**config.mk**
```make
export PLATFORM = sky130hd
export DESIGN_NAME = layer_sequencer
export DESIGN_NICKNAME = d
export VERILOG_FILES = /design/src/rtl/layer_seq_pkg.sv /design/src/rtl/seq_step_counter.sv /design/src/rtl/layer_sequencer.sv
export SDC_FILE = /design/constraint.sdc
export NUM_CORES = 1
export LEC_CHECK = 0
export CORE_UTILIZATION = 36
export DETAILED_ROUTE_END_ITERATION = 10
export MAX_ROUTING_LAYER = met4
export PLACE_DENSITY = 0.91
export SETUP_SLACK_MARGIN = 0.1
export SYNTH_ARGS = -nofsm -noshare
export SYNTH_HDL_FRONTEND = slang
export SYNTH_SLANG_ARGS = --single-unit
```
**constraint.sdc**
```tcl
create_clock -name clk -period 4.2 [get_ports clk]
set_input_delay 0.63 -clock clk [delete_from_list [all_inputs] [get_ports clk]]
set_output_delay 0.63 -clock clk [all_outputs]
set_load 0.01 [all_outputs]
```
**src/rtl/layer_seq_pkg.sv**
```systemverilog
// rtl/layer_seq_pkg.sv - shared state encoding and drain latency for layer_sequencer
package layer_seq_pkg;

  typedef logic [2:0] state_t;

  localparam state_t ST_IDLE     = 3'd0;
  localparam state_t ST_CLEAR    = 3'd1;
  localparam state_t ST_ISSUE    = 3'd2;
  localparam state_t ST_DRAIN    = 3'd3;
  localparam state_t ST_HOLD_OUT = 3'd4;

  // Cycles between the final mac_en cycle and the cycle that captures mac_out.
  localparam int unsigned DRAIN_LAT   = 2;
  localparam int unsigned DRAIN_CNT_W = 2;

endpackage

```
**src/rtl/seq_step_counter.sv**
```systemverilog
// rtl/seq_step_counter.sv - step counter k and read address generator for layer_sequencer
module seq_step_counter #(
  parameter int ACCUMULATIONS = 3,
  parameter int ADDR_WIDTH    = 8
) (
  input  logic                  clk,
  input  logic                  reset,
  input  logic                  load,
  input  logic [ADDR_WIDTH-1:0] base_addr,
  input  logic                  step,
  output logic [ADDR_WIDTH-1:0] addr,
  output logic                  last
);

  localparam int KW = $clog2(ACCUMULATIONS + 1);

  logic [KW-1:0] k;

  // Load the job base on accept, then advance k and the address together on each issued step.
  always_ff @(posedge clk) begin
    if (reset) begin
      k    <= '0;
      addr <= '0;
    end else if (load) begin
      k    <= '0;
      addr <= base_addr;
    end else if (step) begin
      k    <= k + KW'(1);
      addr <= addr + ADDR_WIDTH'(1);
    end
  end

  assign last = (k == KW'(ACCUMULATIONS - 1));

endmodule

```
**src/rtl/layer_sequencer.sv**
```systemverilog
// rtl/layer_sequencer.sv - drives an external vsmac through one N-step job; optional LAYER_SEQ_PERF_EN adds perf_cycles
module layer_sequencer
  import layer_seq_pkg::*;
#(
  parameter int SIZE          = 6,
  parameter int WIDTH         = 8,
  parameter int ACCUMULATIONS = 3,
  parameter int ADDR_WIDTH    = 8
) (
  input  logic                    clk,
  input  logic                    reset,
`ifdef LAYER_SEQ_PERF_EN
  output logic [31:0]             perf_cycles,
`endif
  input  logic                    start,
  input  logic [ADDR_WIDTH-1:0]   base_addr,
  input  logic                    hold,
  output logic                    busy,
  output logic [ADDR_WIDTH-1:0]   x_addr,
  input  logic [WIDTH-1:0]        x_rdata,
  output logic [ADDR_WIDTH-1:0]   w_addr,
  input  logic [WIDTH*SIZE-1:0]   w_rdata,
  output logic                    mac_clr,
  output logic                    mac_en,
  output logic [WIDTH*SIZE-1:0]   mac_a,
  output logic [WIDTH-1:0]        mac_b,
  input  logic [WIDTH*SIZE-1:0]   mac_out,
  output logic                    res_valid,
  input  logic                    res_ready,
  output logic [WIDTH*SIZE-1:0]   res_data
);

  state_t                 state;
  logic [DRAIN_CNT_W-1:0] drain_cnt;
  logic                   accept;
  logic                   issue_fire;
  logic                   last_step;

  assign accept     = (state == ST_IDLE) && start;
  assign issue_fire = (state == ST_ISSUE) && !hold;
  assign busy       = (state != ST_IDLE);
  assign mac_clr    = reset || (state == ST_CLEAR);
  assign mac_a      = w_rdata;
  assign mac_b      = x_rdata;
  assign w_addr     = x_addr;

  seq_step_counter #(
    .ACCUMULATIONS (ACCUMULATIONS),
    .ADDR_WIDTH    (ADDR_WIDTH)
  ) u_step (
    .clk       (clk),
    .reset     (reset),
    .load      (accept),
    .base_addr (base_addr),
    .step      (issue_fire),
    .addr      (x_addr),
    .last      (last_step)
  );

  // Job FSM plus the enable pipeline: data for an issued address arrives one cycle later, so mac_en follows issue_fire.
  always_ff @(posedge clk) begin
    if (reset) begin
      state     <= ST_IDLE;
      drain_cnt <= '0;
      mac_en    <= 1'b0;
      res_valid <= 1'b0;
      res_data  <= '0;
    end else begin
      mac_en <= issue_fire;
      case (state)
        ST_IDLE: begin
          if (start) begin
            state <= ST_CLEAR;
          end
        end
        ST_CLEAR: begin
          state <= ST_ISSUE;
        end
        ST_ISSUE: begin
          if (issue_fire && last_step) begin
            state     <= ST_DRAIN;
            drain_cnt <= '0;
          end
        end
        ST_DRAIN: begin
          if (drain_cnt == DRAIN_CNT_W'(DRAIN_LAT)) begin
            res_data  <= mac_out;
            res_valid <= 1'b1;
            state     <= ST_HOLD_OUT;
          end else begin
            drain_cnt <= drain_cnt + DRAIN_CNT_W'(1);
          end
        end
        ST_HOLD_OUT: begin
          if (res_ready) begin
            res_valid <= 1'b0;
            state     <= ST_IDLE;
          end
        end
        default: begin
          state <= ST_IDLE;
        end
      endcase
    end
  end

`ifdef LAYER_SEQ_PERF_EN
  // Busy-cycle counter: cleared on accept, saturating, frozen while idle.
  always_ff @(posedge clk) begin
    if (reset) begin
      perf_cycles <= '0;
    end else if (accept) begin
      perf_cycles <= '0;
    end else if (busy && (perf_cycles != '1)) begin
      perf_cycles <= perf_cycles + 32'd1;
    end
  end
`endif

endmodule
```
==> results.cfg, run 1 <==
[pwr]
p_per_area_nw_per_um2 = 335
p_int_mw = 1.06
finalPower_mw = 1.35
swShare_pct = 21.8
pwr-share-comb_pct = 11.0
p_seq_share_pct = 47.6
ir_worst_vdd_mv = 0.194
p_switching_mw = 0.294
clkPwrFrac_pct = 41.4
leakagePower_nw = 1.37

[placed_design]
routabilityCongestion = 0.751
dpl.hpwl_mm = 5.23
port-buffer-count = 128

[routing]
drc = 0
routed_via_density = 4.74
drtAntennaViolNets = 0
totalWireLength_mm = 7.37
vias = 2503
drtIter0Drc = 84
wl_per_cell_um = 14.0
dr.pass1.iters = 4

[status]
outcome = finished clean

[finish]
drive_gt1_share_pct = 5.87
area_growth_syn_to_layout_pct = 34.3
diodes = 0
final_nets = 542

[flow_run]
cap_viol_max_count = 0

[synth]
syn-num-nets = 488
synthTopCellsByArea = dfxtp_1 (43%), buf_4 (17%), nand2_1 (12%), a21oi_1 (8.8%), nor2_1 (1.9%)
synth_top_area_cell = dfxtp_1
synth_ff_type = dfxtp_1
ys_warn_count = 0
synth_edf_count = 0
synth_area_um2 = 3010
synth.most_common_cell = nand2_1
synth_top_area_share_pct = 43.3
synthTopCellsByCount = nand2_1 (97), buf_4 (68), dfxtp_1 (65)
netlist_instances = 368
ys_async_sr_fraction_pct = 0
yosysSeqAreaShare_pct = 43.3
synth-seq-cells = 65
syn_area_per_cell_um2 = 8.17
ys_types = 32

[grt]
gr-total-overflow = 0
track_usage_pct = 18.0
grt_pass1_vias = 2541
antenna_found_initial = 0
grt_pass1_wl_mm = 11.9
grt_max_degree = 65

[clock_tree]
clkSlewWorstSetupHoldPaths_ns = 0.07
cts_tree = done
cts-resized-gates = 0
postCtsSetupRepairBufs = 0
clk_latency_ns = 0.33
htree_levels = 3
cts_sinks = 65
postCtsHoldBufs = 0
clockBufferDepth = 2
root_buffer = clkbuf_8
numCtsBuffers = 9

[floorplanning]
core-area_um2 = 7890
num_io_pins = 241
rows = 32
die_w_um = 93.4
fp.dieArea_um2 = 8720
die_h_um = 93.4
start_util_pct = 38.1

[sta]
relSlewSlack_pct = 34.4
setup_viol = 0
min_period_over_period_pct = 55.3
grt_setup_unrepaired = false
max_freq_mhz = 431
fin_setup_tns_ns = 0
fin_crit_ns = 2.32
finalHoldViolCount = 0
finClkSkew_ns = 0.00953
tightest_slew_ns = 0.983
slew_violations = 0

[worst_setup_path]
worstSetupPathType = reg -> out
critPathArrivalTime_ns = 1.69
worstSetupEndpointType = primary output
crit_path_max_fanout = 10
cp_data_required_time_ns = 3.57
startpoint_type = flip-flop
regToRegSetupSlack_ns = 2.08

[hold_path]
hold_path_class = reg -> reg
[per-stage QoR]
step	std cells	utilization, %	hold slack (ns)	setup slack (ns)	instance area [um2]
finish	528	51.2	0.452	1.88	4040
global route	528	51.2	0.475	1.77	4040
CTS	528	51.2	0.456	1.85	4040
detailed placement	513	48.5	0.447	1.72	3820
global placement	513	48.5	0.441	1.78	3820
floorplan	368	-	0.468	2.22	3010
[logic make-up after synthesis]
group / count (synthesis) / synth area share (%)
AND/OR/NAND/NOR: 138 / 20.2
buffers and inverters: 88 / 20.2
AO/OA/AOI/OAI: 65 / 12.3
flip-flops: 65 / 43.3
XOR/XNOR: 8 / 2.33
adder cells (fa/ha/maj): 3 / 1.25
multiplexers: 1 / 0.333
[power by group through the flow]
stage	registers, mW	clock network [mW]	logic (mW)
2_1_floorplan	0.653	0	0.117
3_3_place_gp	0.655	0	0.146
3_5_place_dp	0.656	0	0.149
4_1_cts	0.642	0.581	0.150
5_1_grt	0.644	0.611	0.160
6_report	0.643	0.560	0.149
[critical path, cell delays in order (launching register included)]
cell             delay [ns]
dfxtp_1                0.42
or3_1                  0.41
clkdlybuf4s50_1        0.53
[area by class of cell]
class                           instances  area (um2)
Fill cell                             747        3850
Clock inverter                          2        35.0
Multi-Input combinational cell        215        1100
Clock buffer                           13         179
Sequential cell                        65        1300
Tap cell                              102         128
Timing Repair Buffer                  129        1280
Inverter                                2        7.51
[registers in the layout, summed over array words and instances, names as in the netlist]
| register | flops |
|---|---|
| drain_cnt | 2 |
| mac_en | 1 |
| res_data | 48 |
| res_valid | 1 |
| state | 3 |
| u_step.addr | 8 |
| u_step.k | 2 |
[cells in the final DEF (no fill, tap or decap), types with 4 or more instances in the layout]
cell and instances:
nand2_1 97, xor2_1 6, nand3b_1 4, clkbuf_8 13, nor2_1 15, clkdlybuf4s50_1 127, a211oi_1 6, a21oi_1 53
nand4_1 4, dfxtp_1 65
[path summary, 6_finish.rpt]
path,startpoint,end,cells after the start
setup / recovery,state[0],busy,2
setup reg to reg,state[1],res_data[45],4
hold / removal,res_data[28],res_data[28],2
hold reg to reg,res_data[28],res_data[28],2
[routing by layer]
layer	wire (um)	global-route usage, %
met4	154	8.33
met1	2940	19.1
met5	0	-
met2	3700	30.9
met3	573	5.04
No activity file was read; power rests on OpenSTA's default activity.
==> inputs of run 2 (changes only) <==
--- a/config.mk
+++ b/config.mk
@@ -5,10 +5,10 @@
 export SDC_FILE = /design/constraint.sdc
 export NUM_CORES = 1
 export LEC_CHECK = 0
-export CORE_UTILIZATION = 36
+export CORE_UTILIZATION = 33
 export DETAILED_ROUTE_END_ITERATION = 10
 export MAX_ROUTING_LAYER = met4
-export PLACE_DENSITY = 0.91
+export PLACE_DENSITY = 0.85
 export SETUP_SLACK_MARGIN = 0.1
 export SYNTH_ARGS = -nofsm -noshare
 export SYNTH_HDL_FRONTEND = slang
==> constraint.sdc (replaced) <==
create_clock -name clk -period 2.27 [get_ports clk]
set_input_delay 0.3405 -clock clk [delete_from_list [all_inputs] [get_ports clk]]
set_output_delay 0.3405 -clock clk [all_outputs]
set_load 0.01 [all_outputs]
==> results.cfg, run 2 (synthesized netlist as in run 1, its figures left out) <==
[floorplanning]
fp.dieArea_um2 = 9490
rows = 34
die_w_um = 97.4
die_h_um = 97.4
start_util_pct = 34.3
num_io_pins = 241
core-area_um2 = 8760

[routing]
vias = 2541
drtAntennaViolNets = 0
routed_via_density = 4.70
drc = 0
totalWireLength_mm = 6.94
wl_per_cell_um = 12.8
dr.pass1.iters = 5
drtIter0Drc = 139

[sta]
relSlewSlack_pct = 56.1
slew_violations = 0
tightest_slew_ns = 0.659
grt_setup_unrepaired = false
fin_crit_ns = 2.06
fin_setup_tns_ns = 0
max_freq_mhz = 485
finClkSkew_ns = 0.00733
finalHoldViolCount = 0
min_period_over_period_pct = 90.8
setup_viol = 0

[clock_tree]
root_buffer = clkbuf_8
postCtsSetupRepairBufs = 0
clk_latency_ns = 0.33
clkSlewWorstSetupHoldPaths_ns = 0.07
numCtsBuffers = 9
cts_sinks = 65
postCtsHoldBufs = 0
clockBufferDepth = 2
cts-resized-gates = 0
cts_tree = done
htree_levels = 3

[worst_setup_path]
worstSetupPathType = reg -> out
crit_path_max_fanout = 10
slowest_delay_ns = 0.52
critPathArrivalTime_ns = 1.72
worstSetupEndpointType = primary output
crit_chain = or3_1 -> clkdlybuf4s50_1
cp_data_required_time_ns = 1.93
regToRegSetupSlack_ns = 0.42
cp_slowest_cell = clkdlybuf4s50_1
startpoint_type = flip-flop
worstRegToRegCells = 5

[grt]
track_usage_pct = 15.2
gr-total-overflow = 0
grt_pass1_wl_mm = 11.2
grt_max_degree = 65
grt_pass1_vias = 2418
antenna_found_initial = 0

[finish]
top_regs = res_data: 48 flops, u_step.addr: 8 flops, state: 3 flops
diodes = 0
final_nets = 548
n_fill_cell = 853
drive_gt1_share_pct = 7.16
layout_common_cells = clkdlybuf4s50_1 (127), nand2_1 (97), dfxtp_1 (65)
final_common_cell = clkdlybuf4s50_1
area_growth_syn_to_layout_pct = 34.8
top_register = res_data
largest_reg_flops = 48

[pwr]
ir_worst_vdd_mv = 0.292
finalPower_mw = 2.29
p_per_area_nw_per_um2 = 565
leakagePower_nw = 1.37

[placed_design]
port-buffer-count = 128
dpl.hpwl_mm = 4.97
routabilityCongestion = 0.732

[flow_run]
cap_viol_max_count = 0

[hold_path]
holdPathStages = 2
hold_path_class = reg -> reg

[status]
outcome = finished clean
[run 2: metrics by stage]
step | cells | utilization (%) | area [um2] | hold WS [ns] | setup WS [ns]
2_1_floorplan | 368 | - | 3010 | 0.468 | 0.864
3_3_place_gp | 525 | 44.4 | 3890 | 0.442 | 0.450
3_5_place_dp | 525 | 44.4 | 3890 | 0.448 | 0.401
4_1_cts | 541 | 46.2 | 4050 | 0.456 | 0.171
5_1_grt | 541 | 46.2 | 4050 | 0.468 | 0.112
6_report | 541 | 46.2 | 4050 | 0.453 | 0.208
[run 2: critical path: cells and delay by family, from the launching register on]
family                 cells  cell delay (ns)
buffers and inverters      1             0.52
and+or+nand+nor            1             0.44
DFF                        1             0.42
[run 2: cell type report]
type                            instances  area, um2  share of cell area [%]
Timing Repair Buffer                  135       1340                    33.1
Sequential cell                        65       1300                    32.1
Multi-Input combinational cell        215       1100                    27.2
Tap cell                              108        135                    3.34
Clock buffer                           10        128                    3.15
Clock inverter                          6       35.0                   0.865
Inverter                                2       7.51                   0.185
[run 2: report_power, final]
group / total [mW] / switching [mW] / internal, mW
Clock: 0.825 / 0.437 / 0.388
Sequential: 1.19 / 0.0285 / 1.16
Combinational: 0.277 / 0.0983 / 0.179
Total: 2.29 / 0.563 / 1.73
[run 2: final timing paths]
kind	start	endpoint
max reg2reg	state[1]	res_data[33]
min	res_data[21]	res_data[21]
min reg2reg	res_data[21]	res_data[21]
max	state[0]	busy
[run 2: metal layers]
| layer | up-vias | wire length (um) | global-route usage [%] |
|---|---|---|---|
| met3 | 32 | 576 | 5.11 |
| met1 | 1147 | 2770 | 16.3 |
| met2 | 113 | 3390 | 24.6 |
| li1 | 1249 | - | - |
| met4 | 0 | 207 | 8.60 |
| met5 | - | 0 | - |
==> inputs of run 3 (changes only) <==
--- a/config.mk
+++ b/config.mk
@@ -5,6 +5,7 @@
 export SDC_FILE = /design/constraint.sdc
 export NUM_CORES = 1
 export LEC_CHECK = 0
+export CAP_MARGIN = 0
 export CORE_UTILIZATION = 33
 export DETAILED_ROUTE_END_ITERATION = 10
 export MAX_ROUTING_LAYER = met4
==> results of run 3 <==
No change in the layout: final DEF, timing and power equal those of run 2.
